**src/rtl/imem_fetch_ctrl.sv**
```systemverilog
// Fetch PC owner: one outstanding imem read, returned word held for decode until INSTR_READY (stalls hold PC).
// Best case 3 cycles/instr (REQ, WAIT, HOLD); IMEM_FETCH_MISALIGN_EN adds the misaligned-redirect FAULT state.
module imem_fetch_ctrl #(
  parameter logic [31:0] RESET_PC = 32'h0000_0000
) (
  input  logic        CLK,
  input  logic        RST_N,
  input  logic        REDIRECT,
  input  logic [31:0] REDIRECT_PC,
  output logic        IMEM_REQ,
  output logic [31:0] IMEM_ADDR,
  input  logic        IMEM_GNT,
  input  logic        IMEM_RVALID,
  input  logic [31:0] IMEM_RDATA,
  output logic        INSTR_VALID,
  output logic [31:0] INSTR,
  output logic [31:0] INSTR_PC,
  input  logic        INSTR_READY,
  output logic [31:0] PC,
  output logic        MISALIGN
);

`ifdef IMEM_FETCH_MISALIGN_EN
  typedef enum logic [2:0] {S_IDLE, S_REQ, S_WAIT, S_HOLD, S_FAULT} state_t;
`else
  typedef enum logic [2:0] {S_IDLE, S_REQ, S_WAIT, S_HOLD} state_t;
`endif

  state_t      state, state_nxt;
  logic [31:0] pc, pc_nxt;
  logic [31:0] redirect_tgt;
  logic [31:0] instr_q, instr_pc_q;
  logic        drop, drop_nxt;
  logic        load_instr;

`ifdef IMEM_FETCH_MISALIGN_EN
  assign redirect_tgt = REDIRECT_PC;
`else
  assign redirect_tgt = REDIRECT_PC & 32'hFFFF_FFFC;
`endif

  always_comb begin
    state_nxt  = state;
    pc_nxt     = pc;
    drop_nxt   = drop;
    load_instr = 1'b0;
    if (REDIRECT) pc_nxt = redirect_tgt;
    case (state)
      S_IDLE: state_nxt = S_REQ;
      S_REQ: begin
        // A grant in the redirect cycle was issued at the old PC; its response must be discarded.
        if (IMEM_GNT) begin
          state_nxt = S_WAIT;
          drop_nxt  = REDIRECT;
        end
      end
      S_WAIT: begin
        if (IMEM_RVALID) begin
          if (drop || REDIRECT) begin
            state_nxt = S_REQ;
            drop_nxt  = 1'b0;
          end else begin
            state_nxt  = S_HOLD;
            load_instr = 1'b1;
          end
        end else if (REDIRECT) begin
          drop_nxt = 1'b1;
        end
      end
      S_HOLD: begin
        if (REDIRECT || INSTR_READY) begin
          state_nxt = S_REQ;
          if (!REDIRECT) pc_nxt = pc + 32'd4;
        end
      end
`ifdef IMEM_FETCH_MISALIGN_EN
      S_FAULT: if (REDIRECT) state_nxt = S_REQ;
`endif
      default: state_nxt = S_IDLE;
    endcase
`ifdef IMEM_FETCH_MISALIGN_EN
    // Any path that would issue a request at a misaligned PC parks in FAULT instead.
    if (state_nxt == S_REQ && pc_nxt[1:0] != 2'b00) state_nxt = S_FAULT;
`endif
  end

  always_ff @(posedge CLK or negedge RST_N) begin
    if (!RST_N) begin
      state      <= S_IDLE;
      pc         <= RESET_PC;
      drop       <= 1'b0;
      instr_q    <= 32'h0;
      instr_pc_q <= 32'h0;
    end else begin
      state <= state_nxt;
      pc    <= pc_nxt;
      drop  <= drop_nxt;
      if (load_instr) begin
        instr_q    <= IMEM_RDATA;
        instr_pc_q <= pc;
      end
    end
  end

  assign IMEM_REQ    = (state == S_REQ);
  assign IMEM_ADDR   = pc;
  assign INSTR_VALID = (state == S_HOLD);
  assign INSTR       = instr_q;
  assign INSTR_PC    = instr_pc_q;
  assign PC          = pc;
`ifdef IMEM_FETCH_MISALIGN_EN
  assign MISALIGN    = (state == S_FAULT);
`else
  assign MISALIGN    = 1'b0;
`endif

endmodule

```
**config.mk**
```make
export PLATFORM = sky130hd
export DESIGN_NAME = imem_fetch_ctrl
export DESIGN_NICKNAME = d
export VERILOG_FILES = /design/src/rtl/imem_fetch_ctrl.sv
export SDC_FILE = /design/constraint.sdc
export NUM_CORES = 1
export LEC_CHECK = 0
export CELL_PAD_IN_SITES_DETAIL_PLACEMENT = 0
export CELL_PAD_IN_SITES_GLOBAL_PLACEMENT = 1
export CORE_ASPECT_RATIO = 1.5
export CORE_MARGIN = 5
export CORE_UTILIZATION = 35
export DETAILED_ROUTE_END_ITERATION = 8
export GPL_TIMING_DRIVEN = 0
export PLACE_DENSITY = 0.95
export SLEW_MARGIN = 10
export SYNTH_ARGS = -nofsm -noshare
export SYNTH_HDL_FRONTEND = slang
export SYNTH_SLANG_ARGS = --single-unit
```
**constraint.sdc**
```tcl
create_clock -name CLK -period 3.9 [get_ports CLK]
set_input_delay 0.975 -clock CLK [delete_from_list [all_inputs] [get_ports CLK]]
set_output_delay 0.975 -clock CLK [all_outputs]
set_load 0.01 [all_outputs]
```
==> out/summary.txt, run 1 <==
====================================================================================
Status                                                                  finished, final reports clean
Cell count after placement                                                       721
Crit path setup slack, layout                                               0.928 ns
Internal power component                                                   0.00277 W
Vert. Die Dim                                                                 150 um
Routed length on met1                                                        4.87 mm
Area added between synthesis and finish                                        54.0%
1st-iter DRT viols                                                                78
# nets final                                                                     644
Final GP Congestion                                                            0.735
Total Routed Length                                                          13.2 mm
Ys flop type                                                                 dfrtp_1
Peak Freq                                                                    336 MHz
Crit path required time                                                      4.12 ns
Number of setup violations in the final report                                     0
Initial antenna violation count                                                    0
DR WL met2                                                                   6.80 mm
Count of instances resized after the clock tree is built                           0
First-pass iteration count of the detailed router                                  4
Syn Nets                                                                         435
Worst Clk Skew                                                            0.00766 ns
Detailed-route DRC error count                                                     0
Commonest cells in the synthesized netlist                              dfrtp_1 (99), mux2_2 (63), buf_4 (34)
Final Hold Violating Endpoints                                                     0
Hold buffers post-CTS                                                              0
Power dissipated by switching net loads                                    0.00116 W
Min-Delay Path Class                                                      reg -> reg
GRT Residual Overflow                                                              0
Total negative slack                                                            0 ns
Insertion delay of the later-clocked pin in the worst-skew pair              0.35 ns
Boundary Pins                                                                    201
Crit Path Category                                                         in -> reg
Count of pins over their slew limit                                                0
Layout Utilization                                                             54.5%
Antenna Cells                                                                      0
Antenna Violating Nets Remaining                                                   0
Setup crit start kind                                                     input port
Switching power share of the total                                             29.5%
Filler instances                                                                1127
Number of instances in the synthesized netlist                                   364
CTS H-tree lvls                                                                    3
YS warnings                                                                        0
Via count of the first global-routing pass                                      3857
Post-synth EDFFs                                                                   0
Global router's overall resource usage                                         17.2%
Max Cap Violations                                                                 0
Relative slew margins                                                          46.7%
Setup repair bufs after CTS                                                        0
TritonCTS buffer count                                                             9
Cell type with the highest aggregate area in the netlist                     dfrtp_1
Final min period                                                             2.97 ns
Worst-path clk slew                                                          0.07 ns
Cell Area, Synth                                                           4560 um^2
Routed wire length per instance                                              17.9 um
Combinational group share of total power                                       39.3%
Synthesized flop and latch total                                                  99
Count of different cell masters after synthesis                                   37
Share of total power in the clock network                                      21.0%
Ratio of final minimum period to clock period                                  76.2%
Critical path's largest stage delay                                          0.66 ns
Starting density of the core                                                   35.4%
Mean instance size in the synthesized netlist                              12.5 um^2
Share of flip-flops with an asynchronous set or reset after synthesis           100%
Power per standard cell area                                             559 nW/um^2
Ranking of synthesized cells by area                                    dfrtp_1 (54%), mux2_2 (16%), mux2i_1 (5.7%)
Crit path arrival time                                                       3.19 ns
Placement Setup Slack                                                       0.538 ns
Proportion of power drawn by flip-flops and latches                            39.7%
Library cell used as clock root buffer                                     clkbuf_16
RSZ-0062 raised after global routing                                           false
Actual slew at the worst max-slew pin                                       0.799 ns
Floorplan Core Area                                                       12900 um^2
Static leakage power                                                         3.17 nW
Width of the die                                                              103 um
Vias per cell                                                                   4.87
Input/output buffers                                                             197
DIE AREA                                                                  15500 um^2
DPL Wire Length                                                              10.2 mm
Cell type with the highest occurrence count on the critical path             mux2i_1
Pin count of the biggest net entering global routing                              56
Fraction of layout cells with a size suffix above 1                            22.5%
Final Power                                                                0.00393 W
Routed via count                                                                3586
Detailed route wirelength on metal3                                          1.34 mm
Site row count                                                                    51
CTS tree                                                                       built
Sequential cell area fraction in the yosys report                              54.3%
Cell Count, Final, Fillers Out                                                   737
First-pass GRT wire length                                                   20.4 mm
CP max stage cell                                                              buf_1
Clk buf depth                                                                      2
Maximum ir drop on the vdd rail                                               271 uV
Highest signal layer in the routed design                                       met4
Crit-path cells                                                         clkdlybuf4s50_1, clkbuf_1, buf_1, mux2i_1, mux2i_1
Share of Yosys cell area claimed by the top area cell type                     54.3%
Number of clock sinks seen by CTS                                                 99
Most instantiated library cell after synthesis                               dfrtp_1
Kind of end point of the critical path                                          flop
Maximum fanout along the worst path                                               10
====================================================================================
## metal layers
layer,track usage (%),vias to the layer above
met1,19.9,1713
met5,0,-
met2,29.6,164
met3,5.36,17
li1,-,1692
met4,5.96,0
## final timing paths
kind / start / endpoint / slack, ns / cells after the start
worst max-delay path: REDIRECT / IMEM_ADDR[13] / 0.93 / 5
worst min-delay path: INSTR_PC[0] / INSTR_PC[0] / 0.50 / 1
worst max register to register: IMEM_ADDR[18] / IMEM_ADDR[26] / 1.84 / 6
worst min register to register: INSTR_PC[0] / INSTR_PC[0] / 0.50 / 1
max in group asynchronous: RST_N / INSTR_PC[17] / 2.58 / 2
min in group asynchronous: RST_N / INSTR[17] / 0.64 / 1
## placed cells by master, fill, tap and decap left out, types with 2 or more instances in the layout
master / n
clkbuf_16: 9
nor2_1: 4
a221oi_1: 8
o311ai_0: 2
mux2i_1: 26
xor2_1: 2
and2_1: 5
buf_1: 2
and3_1: 10
buf_2: 12
mux2_2: 63
a211oi_1: 4
a21oi_1: 4
clkinvlp_4: 2
and4_1: 3
nand2_1: 14
buf_4: 35
clkdlybuf4s50_1: 196
nor2b_1: 15
nand3_1: 12
o21ai_0: 9
nand4_1: 4
clkbuf_1: 8
a31oi_1: 8
dfrtp_1: 99
inv_1: 4
## through the flow
step / hold WS (ns) / cell area, um^2
after detailed placement: 0.493 / 6760
final: 0.504 / 7030
after CTS: 0.508 / 7030
after global placement: 0.468 / 6730
after floorplan: 0.516 / 4560
after global routing: 0.524 / 7030
## power groups by stage
stage | sequential, W | clock [W] | combinational [W]
final | 0.00156 | 0.000825 | 0.00155
after global routing | 0.00161 | 0.000890 | 0.00166
after CTS | 0.00156 | 0.000845 | 0.00158
after detailed placement | 0.00158 | 0 | 0.00157
after global placement | 0.00156 | 0 | 0.00153
after floorplan | 0.00170 | 0 | 0.000482
## flip-flops by register name (all words and copies together), names as in the netlist
signal	flops
INSTR_PC	32
IMEM_ADDR	32
INSTR	32
state	2
drop	1
## cells by family after synthesis
logic type,after synthesis,synth area share [%]
flops,99,54.3
mux,89,21.3
simple gates,73,9.49
buf+inv,58,7.90
compound gates,40,6.14
xor+xnor,3,0.576
fa+ha+maj,1,0.274
other cells,1,0.0822
## critical path, delay by kind of cell
family	cells	cell delay, ns
buf+inv	3	1.81
mux	2	0.40
## cell type report
| type | instances | area (um^2) | area share [%] |
|---|---|---|---|
| well taps | 159 | 199 | 2.83 |
| flip-flops and latches | 99 | 2480 | 35.2 |
| repair buffers | 198 | 2000 | 28.4 |
| inverters | 4 | 15.0 | 0.214 |
| clock inverters | 5 | 37.5 | 0.534 |
| multi-input cells | 207 | 1730 | 24.5 |
| clock buffers | 11 | 233 | 3.31 |
| plain buffers | 54 | 345 | 4.91 |
No activity file was read; power rests on OpenSTA's default activity.
==> run 2, diff against run 1 <==
--- a/config.mk
+++ b/config.mk
@@ -9,10 +9,10 @@
 export CELL_PAD_IN_SITES_GLOBAL_PLACEMENT = 1
 export CORE_ASPECT_RATIO = 1.5
 export CORE_MARGIN = 5
-export CORE_UTILIZATION = 35
+export CORE_UTILIZATION = 32
 export DETAILED_ROUTE_END_ITERATION = 8
 export GPL_TIMING_DRIVEN = 0
-export PLACE_DENSITY = 0.95
+export PLACE_DENSITY = 0.9
 export SLEW_MARGIN = 10
 export SYNTH_ARGS = -nofsm -noshare
 export SYNTH_HDL_FRONTEND = slang
==> constraint.sdc (replaced) <==
create_clock -name CLK -period 3.1 [get_ports CLK]
set_input_delay 0.775 -clock CLK [delete_from_list [all_inputs] [get_ports CLK]]
set_output_delay 0.775 -clock CLK [all_outputs]
set_load 0.01 [all_outputs]
==> run 2 against run 1 <==
- routed wire length grew 0.85%
- utilization is 3.7 points lower
- non-clock buffer count did not move
- sequential cell count unchanged
- combinational power increased by 26%
- worst hold slack lost 0.025 ns
- critical path depth rose by 1
- worst setup slack worse by 0.63 ns
- register-to-register slack worse by 0.86 ns
- final area is 1.2% higher
- sequential power up 26%
- critical path type unchanged
- largest cell class unchanged
- highest routed layer unchanged
==> out/summary.txt, run 2 (same netlist as run 1, synthesis figures left out) <==
==============================================================================
Final Power                                                          0.00508 W   +29%
Starting density of the core                                             32.6%   -2.8 points
Site row count                                                              53   +3.9%
TritonCTS buffer count                                                       9   unchanged
Ratio of final minimum period to clock period                            90.3%
Met1 track demand over resource                                          18.2%   -1.7 points
Antenna Cells                                                                0   unchanged
Antenna Violating Nets Remaining                                             0   unchanged
Crit path required time                                                3.32 ns   -0.80 ns
Via count of the first global-routing pass                                3945   +2.3%
Number of clock sinks seen by CTS                                           99   unchanged
Crit path arrival time                                                 3.02 ns   -0.17 ns
Setup repair bufs after CTS                                                  0   unchanged
Global Route met2 Usage                                                  28.6%   -1.0 points
Input/output buffers                                                       197   unchanged
Vias per cell                                                             4.71   -3.2%
Global router's overall resource usage                                   16.0%   -1.2 points
Max Cap Violations                                                           0   unchanged
Initial antenna violation count                                              0   unchanged
First-pass iteration count of the detailed router                            4   unchanged
Min-Delay Path Class                                               in -> async
Maximum fanout along the worst path                                         10   unchanged
# nets final                                                               644   unchanged
Leading cell types in the layout, fill and taps excluded          clkdlybuf4s50_1 (196), dfrtp_1 (99), mux2_2 (63), buf_4 (35), mux2i_1 (26)
Library cell used as clock root buffer                               clkbuf_16
Area added between synthesis and finish                                  55.9%
DPL Wire Length                                                        10.2 mm   +0.41%
CTS tree                                                                 built
Fraction of layout cells with a size suffix above 1                      22.8%   +0.35 points
Relative slew margins                                                    40.7%   -6.0 points
Routed via count                                                          3628   +1.2%
Clk buf depth                                                                2   unchanged
Most common cell after layout, fill and taps aside                clkdlybuf4s50_1
Insertion delay of the later-clocked pin in the worst-skew pair        0.34 ns   about the same
Hold_ws                                                               0.480 ns   -0.0245 ns
Final Hold Violating Endpoints                                               0   unchanged
Most heavily used metal layer in global routing                           met2
Status                                                            finished, final reports clean
Boundary Pins                                                              201   unchanged
DIE AREA                                                            16800 um^2   +8.6%
Worst Clk Skew                                                      0.00679 ns   -0.000865 ns
Number of setup violations in the final report                               0   unchanged
Met3 track utilization from global routing                               5.16%   -0.20 points
CTS H-tree lvls                                                              3   unchanged
Floorplan Core Area                                                 14000 um^2   +8.6%
Count of instances resized after the clock tree is built                     0   unchanged
Static leakage power                                                   3.20 nW   +0.82%
GRT Residual Overflow                                                        0   unchanged
Routed wire length per instance                                        17.3 um   -3.5%
Peak Freq                                                              357 MHz
First-pass GRT wire length                                             21.1 mm   +3.5%
Total negative slack                                                      0 ns   unchanged
Final min period                                                       2.80 ns
Crit Path Category                                                   in -> reg
Total Routed Length                                                    13.3 mm   +0.85%
Power per standard cell area                                       714 nW/um^2   +28%
Worst-path clk slew                                                    0.07 ns   about the same
Maximum ir drop on the vdd rail                                         360 uV   +33%
RSZ-0062 raised after global routing                                     false
Hold buffers post-CTS                                                        0   unchanged
Final GP Congestion                                                      0.752   +2.3%
Layout Utilization                                                       50.8%   -3.7 points
Pin count of the biggest net entering global routing                        53   -5.4%
Actual slew at the worst max-slew pin                                 0.889 ns   +0.0896 ns
Width of the die                                                        108 um   +4.1%
Vert. Die Dim                                                           156 um   +4.3%
Count of pins over their slew limit                                          0   unchanged
Setup crit start kind                                               input port
Kind of end point of the critical path                                    flop
Detailed-route DRC error count                                               0   unchanged
1st-iter DRT viols                                                          65   -17%
==============================================================================
==> run 2: cell count changes in the layout (fill, tap and decap cells not counted) <==
cell | previous run | this run
clkbuf_1 | 8 | 6
clkbuf_8 | 0 | 2
bufinv_16 | 0 | 1
clkinvlp_4 | 2 | 1
==> run 2: worst paths after layout <==
kind	slack (ns)	depth (start not counted)	from	endpoint
max	0.30	6	REDIRECT	INSTR_PC[9]
min	0.48	1	RST_N	INSTR[22]
max reg2reg	0.98	5	state[0]	INSTR_PC[9]
min reg2reg	0.50	1	INSTR[1]	INSTR[1]
max in group asynchronous	1.92	2	RST_N	INSTR[10]
min in group CLK	0.50	1	INSTR[1]	INSTR[1]
==> run 2: final cells by class <==
class                      instances  area, um^2
inverter                           4        15.0
tap                              192         240
clock inverter                     5        60.1
clock buffer                      11         253
timing repair buffer             198        2000
fill                            1282        6880
sequential                        99        2480
buffer                            54         345
multi-input combinational        207        1730
==> run 2: per-stage QoR <==
stage               std cells  setup WS (ns)  area, um^2
floorplan                 364           1.07        4560
detailed placement        754        -0.0958        6800
CTS                       770          0.263        7110
finish                    770          0.302        7110
global route              770          0.185        7110
global placement          753          -2.45        6780
==> run 2: critical path: stages <==
cell and delay, ns:
clkdlybuf4s50_1 0.65, nor2_1 0.10, nand4b_1 0.14, clkbuf_1 0.58
buf_2 0.39, mux2_2 0.37
==> run 2: where the power goes <==
part           internal (W)  total (W)  switching [W]
clock network      0.000673    0.00116       0.000487
logic               0.00123    0.00195       0.000716
registers           0.00171    0.00197       0.000263
==> run 2: layer usage <==
layer	vias up	routed length, um
li1	1696	-
met1	1771	5100
met2	149	6900
met4	0	171
met3	12	1170
met5	-	0
